[src/rtl/shift_normalizer.sv]
`default_nettype none
// ============================================================================
//  Module      : shift_normalizer
//  Description : Sequential normaliser. Shifts a captured word one bit per
//                clock until its leading 1 sits at the selected end, then
//                reports the normalised word and the number of shifts. It is
//                the inverse of the logical barrel shifter: feeding z and amt
//                back with the opposite direction reproduces x.
//                cntrl = 0 : normalise toward bit WIDTH-1 (shift left)
//                cntrl = 1 : normalise toward bit 0       (shift right)
//  Revision    : 1.0 - initial release
// ============================================================================
module shift_normalizer #(
    parameter int WIDTH = 8,
    parameter int AMT_W = 3   // must equal $clog2(WIDTH)
) (
    input  logic             clk,
    input  logic             rst,
    input  logic             start,
    input  logic [WIDTH-1:0] x,
    input  logic             cntrl,
    output logic [WIDTH-1:0] z,
    output logic [AMT_W-1:0] amt,
    output logic             zero,
    output logic             busy,
    output logic             done
);

    typedef enum logic [1:0] {
        ST_IDLE  = 2'd0,
        ST_SHIFT = 2'd1,
        ST_DONE  = 2'd2
    } state_t;

    state_t           state_q, state_d;
    logic [WIDTH-1:0] work_q,  work_d;    // word being shifted
    logic             dir_q,   dir_d;     // captured direction
    logic [WIDTH-1:0] z_q,     z_d;
    logic [AMT_W-1:0] amt_q,   amt_d;
    logic             zero_q,  zero_d;
    logic             busy_q,  busy_d;
    logic             done_q,  done_d;

    logic             w_target_hit;       // leading 1 has reached the target end
    logic [WIDTH-1:0] w_work_shifted;     // working word moved one place

    // Target-bit test and single-step shift, both in the captured direction
    always_comb begin
        w_target_hit   = dir_q ? work_q[0] : work_q[WIDTH-1];
        w_work_shifted = dir_q ? (work_q >> 1) : (work_q << 1);
    end

    // Next-state and output-register logic
    always_comb begin
        state_d = state_q;
        work_d  = work_q;
        dir_d   = dir_q;
        z_d     = z_q;
        amt_d   = amt_q;
        zero_d  = zero_q;
        busy_d  = busy_q;
        done_d  = 1'b0;

        case (state_q)
            ST_IDLE, ST_DONE: begin
                busy_d = 1'b0;
                if (start) begin
                    work_d = x;
                    dir_d  = cntrl;
                    amt_d  = '0;
                    zero_d = 1'b0;
                    if (x == '0) begin
                        // Nothing to normalise: finish immediately
                        state_d = ST_DONE;
                        z_d     = '0;
                        zero_d  = 1'b1;
                        done_d  = 1'b1;
                    end else begin
                        state_d = ST_SHIFT;
                        busy_d  = 1'b1;
                    end
                end else begin
                    state_d = ST_IDLE;
                end
            end

            ST_SHIFT: begin
                if (w_target_hit) begin
                    // z only changes here so it holds the old result while shifting
                    z_d     = work_q;
                    busy_d  = 1'b0;
                    done_d  = 1'b1;
                    state_d = ST_DONE;
                end else begin
                    // A non-zero word hits the target within WIDTH-1 steps, so amt never wraps
                    work_d = w_work_shifted;
                    amt_d  = amt_q + AMT_W'(1);
                end
            end

            default: begin
                state_d = ST_IDLE;
                busy_d  = 1'b0;
            end
        endcase
    end

    // State and output registers; reset discards any operation in flight
    always_ff @(posedge clk or posedge rst) begin
        if (rst) begin
            state_q <= ST_IDLE;
            work_q  <= '0;
            dir_q   <= 1'b0;
            z_q     <= '0;
            amt_q   <= '0;
            zero_q  <= 1'b0;
            busy_q  <= 1'b0;
            done_q  <= 1'b0;
        end else begin
            state_q <= state_d;
            work_q  <= work_d;
            dir_q   <= dir_d;
            z_q     <= z_d;
            amt_q   <= amt_d;
            zero_q  <= zero_d;
            busy_q  <= busy_d;
            done_q  <= done_d;
        end
    end

    assign z    = z_q;
    assign amt  = amt_q;
    assign zero = zero_q;
    assign busy = busy_q;
    assign done = done_q;

endmodule
`default_nettype wire

[config.mk]
export PLATFORM = sky130hd
export DESIGN_NAME = shift_normalizer
export DESIGN_NICKNAME = d
export VERILOG_FILES = /design/src/rtl/shift_normalizer.sv
export SDC_FILE = /design/constraint.sdc
export NUM_CORES = 1
export LEC_CHECK = 0
export ABC_AREA = 1
export CELL_PAD_IN_SITES_DETAIL_PLACEMENT = 1
export CELL_PAD_IN_SITES_GLOBAL_PLACEMENT = 1
export CORE_UTILIZATION = 40
export CTS_BUF_LIST = sky130_fd_sc_hd__clkbuf_4
export DETAILED_ROUTE_END_ITERATION = 10
export PLACE_DENSITY = 0.82
export SKIP_CTS_REPAIR_TIMING = 1
export SYNTH_ARGS = -nofsm -noshare
export SYNTH_HDL_FRONTEND = slang
export SYNTH_SLANG_ARGS = --single-unit
[constraint.sdc]
create_clock -name clk -period 2.95 [get_ports clk]
set_input_delay 0.59 -clock clk [delete_from_list [all_inputs] [get_ports clk]]
set_output_delay 0.59 -clock clk [all_outputs]
set_load 0.005 [all_outputs]
==> results of run 1 <==
layout by cell type (no fill, tap or decap), drive strengths merged:
cell	count
dfrtp	25
ha	1
or2	1
buf	1
nand2	82
clkinv	1
o211ai	2
nand3	18
a21oi	1
nor2	13
o21ai	7
clkdlybuf4s50	25
clkbuf	3
inv	12
cells in the mapped netlist (2+ instances only):
library cell  number  area (um^2)
nand3_1           18         90.1
inv_1             12         45.0
o21ai_0            6         30.0
nand2_2            2         12.5
nand2_1           80          300
dfrtp_1           25          626
buf_2              3         15.0
nor2_4             2         22.5
nor2_1            10         37.5
o211ai_1           2         15.0
through the flow:
step | setup WS (ns) | instances | utilization | power [mW]
2_1_floorplan | 1.58 | 167 | - | 1.17
3_3_place_gp | 0.951 | 219 | 0.533 | 1.44
3_5_place_dp | 0.900 | 219 | 0.533 | 1.48
4_1_cts | 1.07 | 223 | 0.543 | 1.64
5_1_grt | 0.999 | 223 | 0.543 | 1.77
6_report | 1.09 | 223 | 0.543 | 1.61
worst max-delay path by stage:
stage	from	end	slack, ns	cells after the start
final	amt[0]$_DFFE_PP0P_	amt[0]	1.09	1
after global placement	start	z[1]$_DFFE_PP0P_	0.95	6
after detailed placement	start	z[6]$_DFFE_PP0P_	0.90	6
after floorplan	x[7]	z[0]$_DFFE_PP0P_	1.58	7
after global routing	dir_q$_DFFE_PP0P_	work_q[4]$_DFFE_PP0P_	1.0	6
after CTS	amt[0]$_DFFE_PP0P_	amt[0]	1.07	1
cells by family (layout without fill, tap and decap cells):
family,Yosys count,count (layout),share of synthesized area
buffers and inverters,17,42,0.0570
AO/OA/AOI/OAI,10,10,0.0530
AND/OR/NAND/NOR,114,114,0.380
adder cells (fa/ha/maj),1,1,0.0100
flip-flops,25,25,0.500
sequential cells by signal (all words and copies together), names as in the netlist:
signal / flops
z: 8
work_q: 8
amt: 3
state_q: 2
busy: 1
zero: 1
dir_q: 1
done: 1
routing by layer:
| metal | up-vias | wire (um) |
|---|---|---|
| met2 | 23 | 1500 |
| met3 | 4 | 89 |
| met1 | 560 | 1420 |
| li1 | 569 | - |
| met5 | - | 0 |
| met4 | 0 | 42 |
power by group:
| part | total (mW) | internal [mW] | leakage, nW | switching, mW |
|---|---|---|---|---|
| logic | 0.829 | 0.338 | 0.474 | 0.491 |
| clock network | 0.152 | 0.0508 | 0.0177 | 0.101 |
| registers | 0.632 | 0.492 | 0.319 | 0.140 |
| total | 1.61 | 0.881 | 0.811 | 0.732 |
cell type report:
type	count	area, um^2
clock buffer	3	22.5
clock inverter	1	5.00
fill	365	1300
inverter	12	45.0
multi-input combinational	125	554
sequential	25	626
tap	31	38.8
timing repair buffer	26	258
==> flow_metrics.tcl, run 1 <==
set metrics [dict create \
    num_antenna_cells 0 \
    dr.pass1.iters 7 \
    max-cap-violations 0 \
    antenna_found_initial 0 \
    via_count 1156 \
    die-area_um2 3360 \
    hold_start "z[0]$_DFFE_PP0P_" \
    grt_pass1_vias 1151 \
    path_cells "clkdlybuf4s50_1" \
    viasPerCell 5.18 \
    synth_edf_count 0 \
    ys_async_sr_fraction 1.00 \
    clock_skew_ns 0.00463 \
    power_leakage_nw 0.811 \
    period_minus_slack_ns 1.86 \
    synth.net_count 180 \
    netlist_instances 167 \
    path_clk_slew_ns 0.13 \
    synthFlopType "dfrtp_1" \
    startpoint_type "flip-flop" \
    met1_usage 0.270 \
    yosysWarnings 0 \
    slowest_delay_ns 0.52 \
    syn_area_um2 1250 \
    crit_type "reg2out" \
    wire_per_inst_um 13.7 \
    drt-initial-drc-count 31 \
    hold_viol_final 0 \
    clk_latency_ns 0.32 \
    place_hpwl_mm 2.30 \
    grt_use_met2 0.351 \
    min_path_cells 2 \
    place_area_um2 1520 \
    setup_tns_ns 0 \
    area.growth.synth_to_final_pct 23.8 \
    rr_worst_depth 6 \
    setup_violations 0 \
    regToRegSetupSlack_ns 1.13 \
    post-route-period-util 0.630 \
    drive_gt1_frac 0.0625 \
    gr-usage-met3 0.0268 \
    port_buffers 25 \
    yosysSeqAreaShare 0.500 \
    slew_viol_final 0 \
    cts_buffer_depth 2 \
    ys_seq_elements 25 \
    crit_path_end_kind "output pin" \
    yosys.cell_types.count 17 \
    grt.busiest_layer "met2" \
    grt_max_degree 26 \
    rows 19 \
    ios 26 \
    power_density_nw_per_um2 1040 \
    cts_root_buffer "clkbuf_4" \
    slew_headroom 0.650 \
    cp.required_ns 2.36 \
    cts.sinks 25 \
    initial_core_util 0.439 \
    r2r-end "work_q[2]$_DFFE_PP0P_" \
    violations "DRC" \
    gp_congestion 0.812 \
    rr_startpoint "dir_q$_DFFE_PP0P_" \
    cts_tree "built" \
    coreArea_um2 2850 \
    die_y_um 57.9 \
    syn_avg_cell_area_um2 7.49 \
    antenna_left 0 \
    crit_arrival_ns 1.27 \
    path_buf_inv 1 \
    crit_slowest_cell "clkdlybuf4s50_1" \
    whs_endpoint "z[0]$_DFFE_PP0P_" \
    overflow 0 \
    cts_buffers 3 \
    design_area_um2 1550 \
    clock.fmax_mhz 538 \
    holdWs_ns 0.509 \
    cts-htree-levels 1 \
    tightest_slew_ns 0.525 \
    status "finished with violations" \
    hp-class "reg2reg" \
    grt_setup_unrepaired "false" \
    max-vdd-ir-drop_v 0.000427 \
    cpLargestDelayFamily "buffers and inverters" \
    track_usage 0.206 \
    grt_pass1_wl_mm 5.24 \
    drc 3 \
    path_max_fanout 4 \
    die_w_um 57.9 \
    routed_wl_mm 3.05 \
    fin_nets 206 \
]
No activity file was read; power rests on OpenSTA's default activity.
==> run 2, diff against run 1 <==
--- a/config.mk
+++ b/config.mk
@@ -8,10 +8,10 @@
 export ABC_AREA = 1
 export CELL_PAD_IN_SITES_DETAIL_PLACEMENT = 1
 export CELL_PAD_IN_SITES_GLOBAL_PLACEMENT = 1
-export CORE_UTILIZATION = 40
+export CORE_UTILIZATION = 37
 export CTS_BUF_LIST = sky130_fd_sc_hd__clkbuf_4
 export DETAILED_ROUTE_END_ITERATION = 10
-export PLACE_DENSITY = 0.82
+export PLACE_DENSITY = 0.76
 export SKIP_CTS_REPAIR_TIMING = 1
 export SYNTH_ARGS = -nofsm -noshare
 export SYNTH_HDL_FRONTEND = slang
==> constraint.sdc (replaced) <==
create_clock -name clk -period 1.84 [get_ports clk]
set_input_delay 0.368 -clock clk [delete_from_list [all_inputs] [get_ports clk]]
set_output_delay 0.368 -clock clk [all_outputs]
set_load 0.005 [all_outputs]
==> run 2 against run 1 <==
Net effect:
- die area rose by 7.8%
- design area rose by 3.1%
- power rose by 66%
- register-to-register slack got worse by 0.73 ns
- critical path type unchanged
- wire length rose by 1.4%
- the run now ends clean
- flip-flop and latch count did not move
- sequential share of layout area fell by 1.2 points
- largest power group unchanged
- clock power rose by 72%
- non-clock buffer count rose by 4
- highest routed layer unchanged
==> flow_metrics.tcl, run 2 (same netlist as run 1, synthesis figures left out) <==
set metrics [dict create \
    place_hpwl_mm 2.41 \
    gr-usage-met3 0.0260 \
    cts_tree "built" \
    crit_path_end_kind "output pin" \
    cpLargestDelayFamily "buffers and inverters" \
    drt-initial-drc-count 36 \
    routed_wl_mm 3.10 \
    met1_usage 0.234 \
    stdcell_count 240 \
    antenna_found_initial 0 \
    crit_arrival_ns 1.28 \
    coreArea_um2 3130 \
    via_count 1165 \
    path_clk_slew_ns 0.15 \
    dr.pass1.iters 4 \
    rr_worst_depth 5 \
    slew_headroom 0.752 \
    initial_core_util 0.400 \
    startpoint_type "flip-flop" \
    final_common_cell "nand2_1" \
    num_antenna_cells 0 \
    crit_slowest_cell "clkdlybuf4s50_1" \
    power_leakage_nw 0.826 \
    p_switching_mw 1.20 \
    p_seq_frac 0.371 \
    setup_tns_ns 0 \
    dp.cells 236 \
    power_density_nw_per_um2 1680 \
    die_y_um 60.2 \
    wire_per_inst_um 12.9 \
    drive_gt1_frac 0.0816 \
    track_usage 0.200 \
    hold_viol_final 0 \
    viasPerCell 4.85 \
    drc 0 \
    setup_violations 0 \
    cp.required_ns 1.47 \
    clock_power_share 0.098 \
    max-cap-violations 0 \
    holdWs_ns 0.360 \
    grt_max_degree 26 \
    grt_pass1_wl_mm 5.30 \
    cts_buffer_depth 2 \
    regToRegSetupSlack_ns 0.40 \
    crit_type "reg2out" \
    ios 26 \
    hp-class "in2async" \
    mostFrequentLayoutCells "80 x nand2_1, 25 x dfrtp_1, 25 x clkdlybuf4s50_1" \
    die-area_um2 3620 \
    place_area_um2 1570 \
    tightest_slew_ns 0.370 \
    dpl_worst_slack_ns 0.0428 \
    overflow 0 \
    setup_ws_ns 0.193 \
    rr_startpoint "dir_q$_DFFE_PP0P_" \
    grt.busiest_layer "met2" \
    cts_root_buffer "clkbuf_4" \
    slew_viol_final 0 \
    area.growth.synth_to_final_pct 27.7 \
    grt_pass1_vias 1187 \
    grt_setup_unrepaired "false" \
    slowest_delay_ns 0.52 \
    cts.sinks 25 \
    fin_nets 210 \
    gp_congestion 0.791 \
    path_cells "clkdlybuf4s50_1" \
    p_comb_frac 0.531 \
    r2r-end "work_q[4]$_DFFE_PP0P_" \
    max-vdd-ir-drop_v 0.000564 \
    rows 20 \
    die_w_um 60.2 \
    grt_use_met2 0.366 \
    clock_skew_ns 0.00985 \
    switching_share 0.447 \
    path_buf_inv 1 \
    cts_buffers 3 \
    design_area_um2 1600 \
    status "finished clean" \
    p_int_mw 1.48 \
    clock.fmax_mhz 607 \
    period_minus_slack_ns 1.65 \
    port_buffers 25 \
    path_max_fanout 4 \
    clk_latency_ns 0.33 \
    antenna_left 0 \
    post-route-period-util 0.895 \
    nFillCells 421 \
    cts-htree-levels 1 \
]
## run 2: cell type report
class / count / area, um^2 / area share
multi-input combinational: 125 / 554 / 0.347
timing repair buffer: 30 / 288 / 0.180
clock buffer: 3 / 22.5 / 0.0141
tap: 44 / 55.1 / 0.0345
inverter: 12 / 45.0 / 0.0282
clock inverter: 1 / 7.51 / 0.00470
sequential: 25 / 626 / 0.392
## run 2: worst max-delay path by stage
stage                      startpoint            endpoint  slack, ns  depth (start not counted)
3_3_place_gp                    start    z[1]$_DFFE_PP0P_       0.08                          6
5_1_grt            amt[0]$_DFFE_PP0P_              amt[0]       0.16                          1
4_1_cts            amt[0]$_DFFE_PP0P_              amt[0]       0.18                          1
3_5_place_dp                    start    z[3]$_DFFE_PP0P_       0.04                          6
6_report           amt[0]$_DFFE_PP0P_              amt[0]       0.19                          1
2_1_floorplan  state_q[1]$_DFFE_PP0N_  amt[0]$_DFFE_PP0P_       0.64                          7
## run 2: worst min-delay path: stages
cell	delay (ns)
clkdlybuf4s50_1	0.40
inv_1	0.05
buf_4	0.30
## run 2: layer usage
layer	wire length, um	vias up
li1	-	576
met4	43	0
met5	0	-
met3	78	5
met2	1570	19
met1	1410	565
## run 2: power by group through the flow
stage          clock network [mW]  logic [mW]  registers (mW)
2_1_floorplan                   0       0.909           0.960
3_3_place_gp                    0        1.40           0.997
3_5_place_dp                    0        1.45            1.01
4_1_cts                     0.271        1.46           0.997
5_1_grt                     0.283        1.64            1.03
6_report                    0.262        1.42           0.994
## run 2: metrics by stage
stage                     power, mW   util
after floorplan                1.87      -
after global placement         2.40  0.501
after detailed placement       2.46  0.501
after CTS                      2.73  0.511
after global routing           2.95  0.511
final                          2.68  0.511
